`src/rtl/ex_stage.sv`:
```
// Execute stage: ID/EX register, ALU, EX/MEM register.
// Feeds both decode forwarding paths from registered state only.

package ex_pkg;

    localparam logic [7:0] EXE_NOP_OP   = 8'b0000_0000;
    localparam logic [7:0] EXE_AND_OP   = 8'b0010_0100;
    localparam logic [7:0] EXE_OR_OP    = 8'b0010_0101;
    localparam logic [7:0] EXE_XOR_OP   = 8'b0010_0110;
    localparam logic [7:0] EXE_SLT_OP   = 8'b0010_1010;
    localparam logic [7:0] EXE_SLTU_OP  = 8'b0010_1011;
    localparam logic [7:0] EXE_SLTIU_OP = 8'b0101_1000;
    localparam logic [7:0] EXE_ADDU_OP  = 8'b0010_0001;
    localparam logic [7:0] EXE_SUBU_OP  = 8'b0010_0011;

    localparam logic [2:0] EXE_RES_NOP        = 3'b000;
    localparam logic [2:0] EXE_RES_LOGIC      = 3'b001;
    localparam logic [2:0] EXE_RES_ARITHMETIC = 3'b100;

    localparam logic [4:0] NOP_REG_ADDR = 5'b00000;

    typedef struct packed {
        logic [7:0]  aluop;
        logic [2:0]  alusel;
        logic [31:0] reg1;
        logic [31:0] reg2;
        logic [4:0]  wd;
        logic        wreg;
    } id_ex_t;

    typedef struct packed {
        logic [4:0]  wd;
        logic [31:0] wdata;
        logic        wreg;
    } ex_mem_t;

    localparam id_ex_t ID_EX_NOP = '{
        aluop:  EXE_NOP_OP,
        alusel: EXE_RES_NOP,
        reg1:   32'd0,
        reg2:   32'd0,
        wd:     NOP_REG_ADDR,
        wreg:   1'b0
    };

    localparam ex_mem_t EX_MEM_NOP = '{
        wd:    NOP_REG_ADDR,
        wdata: 32'd0,
        wreg:  1'b0
    };

endpackage

module ex_stage
    import ex_pkg::*;
(
    input  logic        clk,
    input  logic        rst,
    input  logic        stall_id_i,
    input  logic        stall_ex_i,
    input  logic        stall_mem_i,
    input  logic        flush_i,
    input  logic [7:0]  aluop_i,
    input  logic [2:0]  alusel_i,
    input  logic [31:0] reg1_i,
    input  logic [31:0] reg2_i,
    input  logic [4:0]  wd_i,
    input  logic        wreg_i,
    output logic [4:0]  ex_wd_o,
    output logic [31:0] ex_wdata_o,
    output logic        ex_wreg_o,
    output logic [4:0]  mem_wd_o,
    output logic [31:0] mem_wdata_o,
    output logic        mem_wreg_o
);

    id_ex_t      id_ex;
    ex_mem_t     ex_mem;
    logic [31:0] arith_res;
    logic [31:0] logic_res;

    // ID/EX register: flush, then decode bubble, then capture, else hold
    always_ff @(posedge clk or negedge rst) begin
        if (!rst) begin
            id_ex <= ID_EX_NOP;
        end else if (flush_i) begin
            id_ex <= ID_EX_NOP;
        end else if (stall_id_i && !stall_ex_i) begin
            id_ex <= ID_EX_NOP;
        end else if (!stall_id_i) begin
            id_ex <= '{
                aluop:  aluop_i,
                alusel: alusel_i,
                reg1:   reg1_i,
                reg2:   reg2_i,
                wd:     wd_i,
                wreg:   wreg_i
            };
        end
    end

    // Compare/add/sub and bitwise results from latched operands
    always_comb begin
        arith_res = 32'd0;
        logic_res = 32'd0;
        case (id_ex.aluop)
            EXE_SLTU_OP,
            EXE_SLTIU_OP: arith_res = {31'd0, id_ex.reg1 < id_ex.reg2};
            EXE_SLT_OP:   arith_res = {31'd0, $signed(id_ex.reg1) < $signed(id_ex.reg2)};
            EXE_ADDU_OP:  arith_res = id_ex.reg1 + id_ex.reg2;
            EXE_SUBU_OP:  arith_res = id_ex.reg1 - id_ex.reg2;
            EXE_AND_OP:   logic_res = id_ex.reg1 & id_ex.reg2;
            EXE_OR_OP:    logic_res = id_ex.reg1 | id_ex.reg2;
            EXE_XOR_OP:   logic_res = id_ex.reg1 ^ id_ex.reg2;
            default: begin
                arith_res = 32'd0;
                logic_res = 32'd0;
            end
        endcase
    end

    // Result class select; unknown classes yield zero
    always_comb begin
        ex_wdata_o = 32'd0;
        case (id_ex.alusel)
            EXE_RES_ARITHMETIC: ex_wdata_o = arith_res;
            EXE_RES_LOGIC:      ex_wdata_o = logic_res;
            default:            ex_wdata_o = 32'd0;
        endcase
    end

    assign ex_wd_o   = id_ex.wd;
    assign ex_wreg_o = id_ex.wreg;

    // EX/MEM register: flush, then EX bubble, then capture, else hold
    always_ff @(posedge clk or negedge rst) begin
        if (!rst) begin
            ex_mem <= EX_MEM_NOP;
        end else if (flush_i) begin
            ex_mem <= EX_MEM_NOP;
        end else if (stall_ex_i && !stall_mem_i) begin
            ex_mem <= EX_MEM_NOP;
        end else if (!stall_ex_i) begin
            ex_mem <= '{
                wd:    ex_wd_o,
                wdata: ex_wdata_o,
                wreg:  ex_wreg_o
            };
        end
    end

    assign mem_wd_o    = ex_mem.wd;
    assign mem_wdata_o = ex_mem.wdata;
    assign mem_wreg_o  = ex_mem.wreg;

endmodule

```
`config.mk`:
```
export PLATFORM = sky130hd
export DESIGN_NAME = ex_stage
export DESIGN_NICKNAME = d
export VERILOG_FILES = /design/src/rtl/ex_stage.sv
export SDC_FILE = /design/constraint.sdc
export NUM_CORES = 1
export LEC_CHECK = 0
export CAP_MARGIN = 5
export CORE_ASPECT_RATIO = 0.9
export CORE_MARGIN = 4
export CORE_UTILIZATION = 35
export DETAILED_ROUTE_END_ITERATION = 10
export SLEW_MARGIN = 25
export SYNTH_ARGS = -nofsm -noshare
export SYNTH_HDL_FRONTEND = slang
export SYNTH_SLANG_ARGS = --single-unit
```
`constraint.sdc`:
```
create_clock -name clk -period 4 [get_ports clk]
set_input_delay 0.4 -clock clk [delete_from_list [all_inputs] [get_ports clk]]
set_output_delay 0.4 -clock clk [all_outputs]
set_load 0.1 [all_outputs]
```
==> impl_metrics.py <==
metrics = {
    "die": {
        "die_w_um": 187,
        "io_pins": 163,
        "std_cell_rows": 58,
        "coreArea_um2": 28100,
        "dieArea_um2": 31500,
        "start_util": 0.357,
        "die_h_um": 169,
    },
    "grt": {
        "grt_pass1_wl_um": 57100,
        "grt_max_degree": 54,
        "grt_pass1_vias": 9603,
        "track_usage": 0.226,
        "grt_overflow": 0,
        "antenna_found_initial": 1,
    },
    "timing": {
        "finClkSkew_ns": 0.0105,
        "finalCritPeriodShare": 0.988,
        "min_period_ns": 3.95,
        "hold_viol_final": 0,
        "fmax_mhz": 253,
        "report.final.slew_viol_count": 0,
        "finalSetupViolCount": 0,
        "worstMarginPinSlew_ns": 1.08,
        "maxSlewHeadroom": 0.275,
        "rsz0062_at_grt": "true",
        "final.setup.worst_slack_ns": 0.0491,
    },
    "clock_network": {
        "cts_sinks": 119,
        "cts_buffer_depth": 2,
        "clk_latency_ns": 0.43,
        "cts_hold_buf": 0,
        "numCtsBuffers": 17,
        "clk_pin_slew_ns": 0.07,
        "cts-root-buf": "clkbuf_16",
        "tritoncts": "done",
        "h-tree-depth": 4,
    },
    "yosys": {
        "synth.mux.area_fraction": 0.0121,
        "synth.avg_cell_area_um2": 8.46,
        "yosysWarnings": 0,
        "synthArstFlopShare": 1.00,
        "synth_fa_ha_area_frac": 0.127,
        "synth-simple-area-share": 0.139,
        "ys_ff_latch": 119,
        "synth_top_family_by_area": "compound AO/OA/AOI/OAI gates",
        "yosys.area_share.xor_xnor": 0.00436,
        "synth_compound_area_frac": 0.343,
        "ys.flop_type": "dfrtp_1",
        "synth_cells": 1187,
        "ys_types": 94,
        "syn-cell-area_um2": 10000,
        "ys_seq_area_frac": 0.297,
        "synth_edf_count": 0,
        "synth_nets": 1375,
    },
    "min_path": {
        "hp-class": "input pin to asynchronous set/reset pin",
    },
    "place": {
        "dpl_cell_area_um2": 12400,
        "gp_congestion": 0.949,
        "dp.cells": 1659,
        "pre_cts_slack_ns": 0.237,
        "port_buffers": 162,
        "post-dp-hpwl_um": 26700,
    },
    "drt": {
        "drcViolationCount": 0,
        "wire_per_inst_um": 21.5,
        "routed_wl_um": 36800,
        "vias": 10200,
        "firstDrtPassIters": 5,
        "viasPerCell": 5.94,
        "ant_nets": 0,
        "drt_iter0_drc": 914,
    },
    "setup_path": {
        "worstPathCellList": "ha_4, inv_2, fa_2, nand2b_4, a21o_1, o21bai_4, o21ai_2, o211ai_2, or4b_4, mux2i_1, nand3_1, a22o_1, buf_12",
        "max_stage_delay_ns": 0.49,
        "crit_buf_inv": 2,
        "crit_path_start_kind": "flip-flop",
        "worstPathArrival_ns": 3.55,
        "path_max_fanout": 4,
        "cp_top_family": "compound AO/OA/AOI/OAI gates",
        "worst-setup-path-type": "flip-flop to output pin",
        "cp_slowest_cell": "or4b_4",
        "worstPathRequired_ns": 3.60,
        "cp.depth": 13,
        "critPathCaptureType": "output pin",
        "rr_worst_depth": 12,
    },
    "finish": {
        "final.fill_count": 2625,
        "final_common_cell": "clkdlybuf4s50_1",
        "multi_input_comb_area_um2": 6780,
        "drive_gt1_frac": 0.177,
        "synthToLayoutAreaGrowth_pct": 35.0,
        "fin_area_um2": 13500,
        "fin_nets": 1523,
        "fin_cells": 1708,
        "final_cell_mix": "clkdlybuf4s50_1, dfrtp_1, a22o_1, inv_1, nor2_1",
        "antennaDiodeCount": 0,
        "seqCellArea_um2": 2980,
    },
    "pwr": {
        "leakage_nw": 5.61,
        "p_comb_frac": 0.258,
        "p_int_mw": 2.50,
        "clkPwrFrac": 0.402,
        "power.total_mw": 3.80,
        "power_frac_seq": 0.340,
        "ir_drop_mv": 0.285,
        "power.share.switching": 0.341,
        "power_density_nw_per_um2": 280,
        "switchingPower_mw": 1.29,
    },
    "run_status": {
        "status": "finished, final reports clean",
    },
    "flow_run": {
        "maxCapViolations": 0,
    },
}
cells by family after synthesis:
| kind of cell | count (synthesis) |
|---|---|
| flops | 119 |
| xor+xnor | 5 |
| mux | 12 |
| buf+inv | 191 |
| fa+ha+maj | 101 |
| compound gates | 468 |
| simple gates | 291 |
worst paths after layout:
check | from | slack [ns] | to
max reg2reg | id_ex[38] | 0.84 | mem_wdata_o[22]
max in group asynchronous | rst | 3.00 | id_ex[24]
min | rst | 0.005 | ex_wd_o[3]
max | id_ex[6] | 0.05 | ex_wdata_o[30]
min reg2reg | mem_wd_o[2] | 0.50 | mem_wd_o[2]
min in group clk | mem_wd_o[2] | 0.50 | mem_wd_o[2]
state kept, by name, indices dropped and copies added (netlist names):
name and count:
id_ex 75, mem_wdata_o 32, ex_wd_o 5, mem_wd_o 5, ex_wreg_o 1, mem_wreg_o 1
cells in the mapped netlist (9+ instances only):
library cell	instances	area [µm²]
a211oi_1	25	188
a21o_1	15	113
a21oi_1	87	435
a221o_1	9	90.1
a22o_1	111	972
a22oi_1	10	75.1
buf_1	10	37.5
buf_2	18	90.1
clkbuf_1	52	195
dfrtp_1	119	2980
ha_1	99	1240
inv_1	99	372
mux2i_1	11	110
nand2_1	75	282
nand2b_1	10	62.6
nand3_1	24	120
nor2_1	101	379
nor2b_1	9	56.3
nor3_1	18	90.1
o211ai_1	9	67.6
o21ai_0	67	335
o21bai_1	10	75.1
o221ai_1	9	78.8
o22ai_1	22	138
o31ai_1	13	97.6
area by class of cell:
type,count,share of cell area
Multi-Input combinational cell,877,0.500
Timing Repair Buffer,219,0.176
Tap cell,360,0.0333
Clock inverter,15,0.0104
Sequential cell,119,0.220
Clock buffer,17,0.0314
Inverter,101,0.0283
stage by stage:
step | hold WS [ns] | TNS (ns) | utilization
finish | 0.00475 | 0 | 0.482
global placement | 0.486 | 0 | 0.443
global route | 0.0542 | -0.133 | 0.482
CTS | 0.0317 | -0.0633 | 0.468
detailed placement | 0.490 | 0 | 0.443
floorplan | 0.104 | -0.341 | -
what timing repair did:
action | CTS | global route
cloned | 0 | 0
gates resized for setup | 21 | 66
setup buffers | 5 | 12
endpoints found under the setup margin | 12 | 22
pin swaps | 12 | 23
hold endpoints to repair | 0 | 0
power groups by stage:
stage	Sequential, mW	Combinational, mW	Clock [mW]
floorplan	1.31	0.565	0
global placement	1.31	0.871	0
detailed placement	1.31	0.878	0
CTS	1.29	0.895	1.55
global route	1.30	1.06	1.61
finish	1.29	0.980	1.53
layer usage:
metal | vias up | GRT usage | wire, µm
met2 | 480 | 0.334 | 15700
met5 | - | 0 | 13
met4 | 2 | 0.0556 | 654
met1 | 4964 | 0.340 | 17500
met3 | 48 | 0.0423 | 2870
li1 | 4659 | - | -
(Power assumes the default switching activity.)
==> patch (config.mk and constraints unchanged) <==
The package constant `NOP_REG_ADDR` goes from 5'b00000 to 5'b00001.
--- a/src/rtl/ex_stage.sv
+++ b/src/rtl/ex_stage.sv
@@ -17,7 +17,7 @@
     localparam logic [2:0] EXE_RES_LOGIC      = 3'b001;
     localparam logic [2:0] EXE_RES_ARITHMETIC = 3'b100;
 
-    localparam logic [4:0] NOP_REG_ADDR = 5'b00000;
+    localparam logic [4:0] NOP_REG_ADDR = 5'b00001;
 
     typedef struct packed {
         logic [7:0]  aluop;
Formal check against the unedited RTL: not equivalent (a bounded check fails within 4 cycles, from zero or initial values and one cycle with rst low).
==> patch against the unedited design <==
The flow now finishes with violations (setup timing); count of clock-buffer cells in the layout did not move; sequential cell count unchanged; wire length is 1.3% lower; first-iteration DRC count is 3.0% higher; power is 4.5% higher; design area is 0.72% lower; die area fell by 2.4%; setup slack worse by 71 ps; critical path depth increased by 1; global-route usage rose by 0.27 points; area after synthesis shrank 2.6%; non-clock buffer count grew 12.
==> patch: results (changes against the unedited design) <==
{| class="wikitable"
! Metric !! Value
|-
| Run status || finished, violations left (was completed)
|-
| Violated checks || setup timing
|-
| Detailed Route Iter0 Violations || 941 (was 914)
|-
| Vias in the first global route || 9530 (was 9603)
|-
| Worst reg2reg path startpoint || id_ex[48] (was id_ex[38])
|-
| Distinct cell type count after synthesis || 78 (was 94)
|-
| Worst IR drop on VDD || 0.0002665 V (was 0.0002854 V)
|-
| Sum of net half-perimeters after detailed placement || 26.53 mm (was 26.74 mm)
|-
| Endpoint of the most critical register-to-register path || mem_wdata_o[25] (was mem_wdata_o[22])
|-
| Worst reg2reg setup slack || 650 ps (was 840 ps)
|-
| Arrival time worst endpoint || 3620 ps (was 3550 ps)
|-
| Area after DPL || 12230 um2 (was 12430 um2)
|-
| Final setup violation count || 3 (was 0)
|-
| Sequential area share after synthesis || 30.47% (was 29.67%)
|-
| Count of filler cells inserted in the layout || 2571 (was 2625)
|-
| Net total in the final layout || 1516 (was 1523)
|-
| Number of antenna violations at the first check in global routing || 0 (was 1)
|-
| Post-route non-filler standard cell count || 1695 (was 1708)
|-
| Total global-route track usage || 22.82% (was 22.55%)
|-
| Minimum setup slack in the final design || -21.77 ps (was 49.09 ps)
|-
| Leakage power || 5.604 nW (was 5.612 nW)
|-
| Syn_nets || 1349 (was 1375)
|-
| Routed vias || 9857 (was 10150)
|-
| Share of cells above drive strength 1 || 17.75% (was 17.66%)
|-
| Top cells by instance count after synthesis || 117 x sky130_fd_sc_hd__dfrtp_1, 106 x sky130_fd_sc_hd__a22o_1, 104 x sky130_fd_sc_hd__inv_1, 102 x sky130_fd_sc_hd__nor2_1, 99 x sky130_fd_sc_hd__ha_1 (was 119 x sky130_fd_sc_hd__dfrtp_1, 111 x sky130_fd_sc_hd__a22o_1, 101 x sky130_fd_sc_hd__nor2_1, 99 x sky130_fd_sc_hd__ha_1, 99 x sky130_fd_sc_hd__inv_1)
|-
| Detail-routed net length per standard cell || 21.41 um (was 21.52 um)
|}
## patch: logic make-up after synthesis
kind of cell	synth area share, %
compound gates	32.21
xor+xnor	1.880
fa+ha+maj	13.07
buf+inv	7.611
flops	30.47
mux	1.126
simple gates	13.62
## patch: repair_timing
| item | CTS | global route |
|---|---|---|
| setup endpoints to repair | 18 | 18 |
| pin swaps | 19 | 31 |
| gates resized for setup | 53 | 49 |
| endpoints found under the hold margin | 0 | 0 |
| setup buffers | 15 | 12 |
## patch: layer usage
layer / GRT usage [%] / part of all wire, %
met5: 0 / 0
met3: 4.602 / 7.6
met2: 34.06 / 43
met1: 34.00 / 47
met4: 5.175 / 1.7
## patch: final cells by class
type | instances | share of cell area, %
multi-input cells | 853 | 48.69
clock buffers | 17 | 3.163
well taps | 354 | 3.293
repair buffers | 231 | 18.54
clock inverters | 15 | 1.154
inverters | 106 | 2.958
flip-flops and latches | 119 | 22.20
## patch: worst max-delay path by stage
stage          cells past startpoint        endpoint       from  slack, ps
2_1_floorplan                      7  ex_wdata_o[16]  id_ex[77]       -330
3_3_place_gp                      13  ex_wdata_o[31]   id_ex[7]        220
3_5_place_dp                      13  ex_wdata_o[31]   id_ex[7]        110
4_1_cts                           13  ex_wdata_o[31]   id_ex[7]         -3
5_1_grt                           16  ex_wdata_o[28]   id_ex[6]       -180
6_report                          14  ex_wdata_o[24]  id_ex[38]        -20
## patch: through the flow
step                power (W)  setup TNS, ps
global route         0.004132         -848.4
global placement     0.002299              0
CTS                  0.003934         -2.603
detailed placement   0.002302              0
floorplan            0.001935          -2900
finish               0.003966         -48.21
## patch: worst max-delay path: stages, from the launching register on
cell and delay, ps:
sky130_fd_sc_hd__dfrtp_1 430, sky130_fd_sc_hd__ha_4 180, sky130_fd_sc_hd__inv_2 40, sky130_fd_sc_hd__fa_2 400
sky130_fd_sc_hd__nor2b_2 140, sky130_fd_sc_hd__o2111a_2 260, sky130_fd_sc_hd__nor2_4 70, sky130_fd_sc_hd__o31ai_1 360
sky130_fd_sc_hd__a31o_2 260, sky130_fd_sc_hd__a221oi_2 90, sky130_fd_sc_hd__a31oi_1 250, sky130_fd_sc_hd__xnor2_1 100
sky130_fd_sc_hd__a2bb2oi_1 190, sky130_fd_sc_hd__o21ai_0 200, sky130_fd_sc_hd__buf_12 210
## patch: power breakdown
part           total [W]  leakage, nW  switching [W]  internal (W)
logic            0.00110         3.73       0.000654      0.000445
clock network    0.00157        0.274       0.000690      0.000881
registers        0.00130         1.60      0.0000476       0.00125
total            0.00397         5.60        0.00139       0.00257
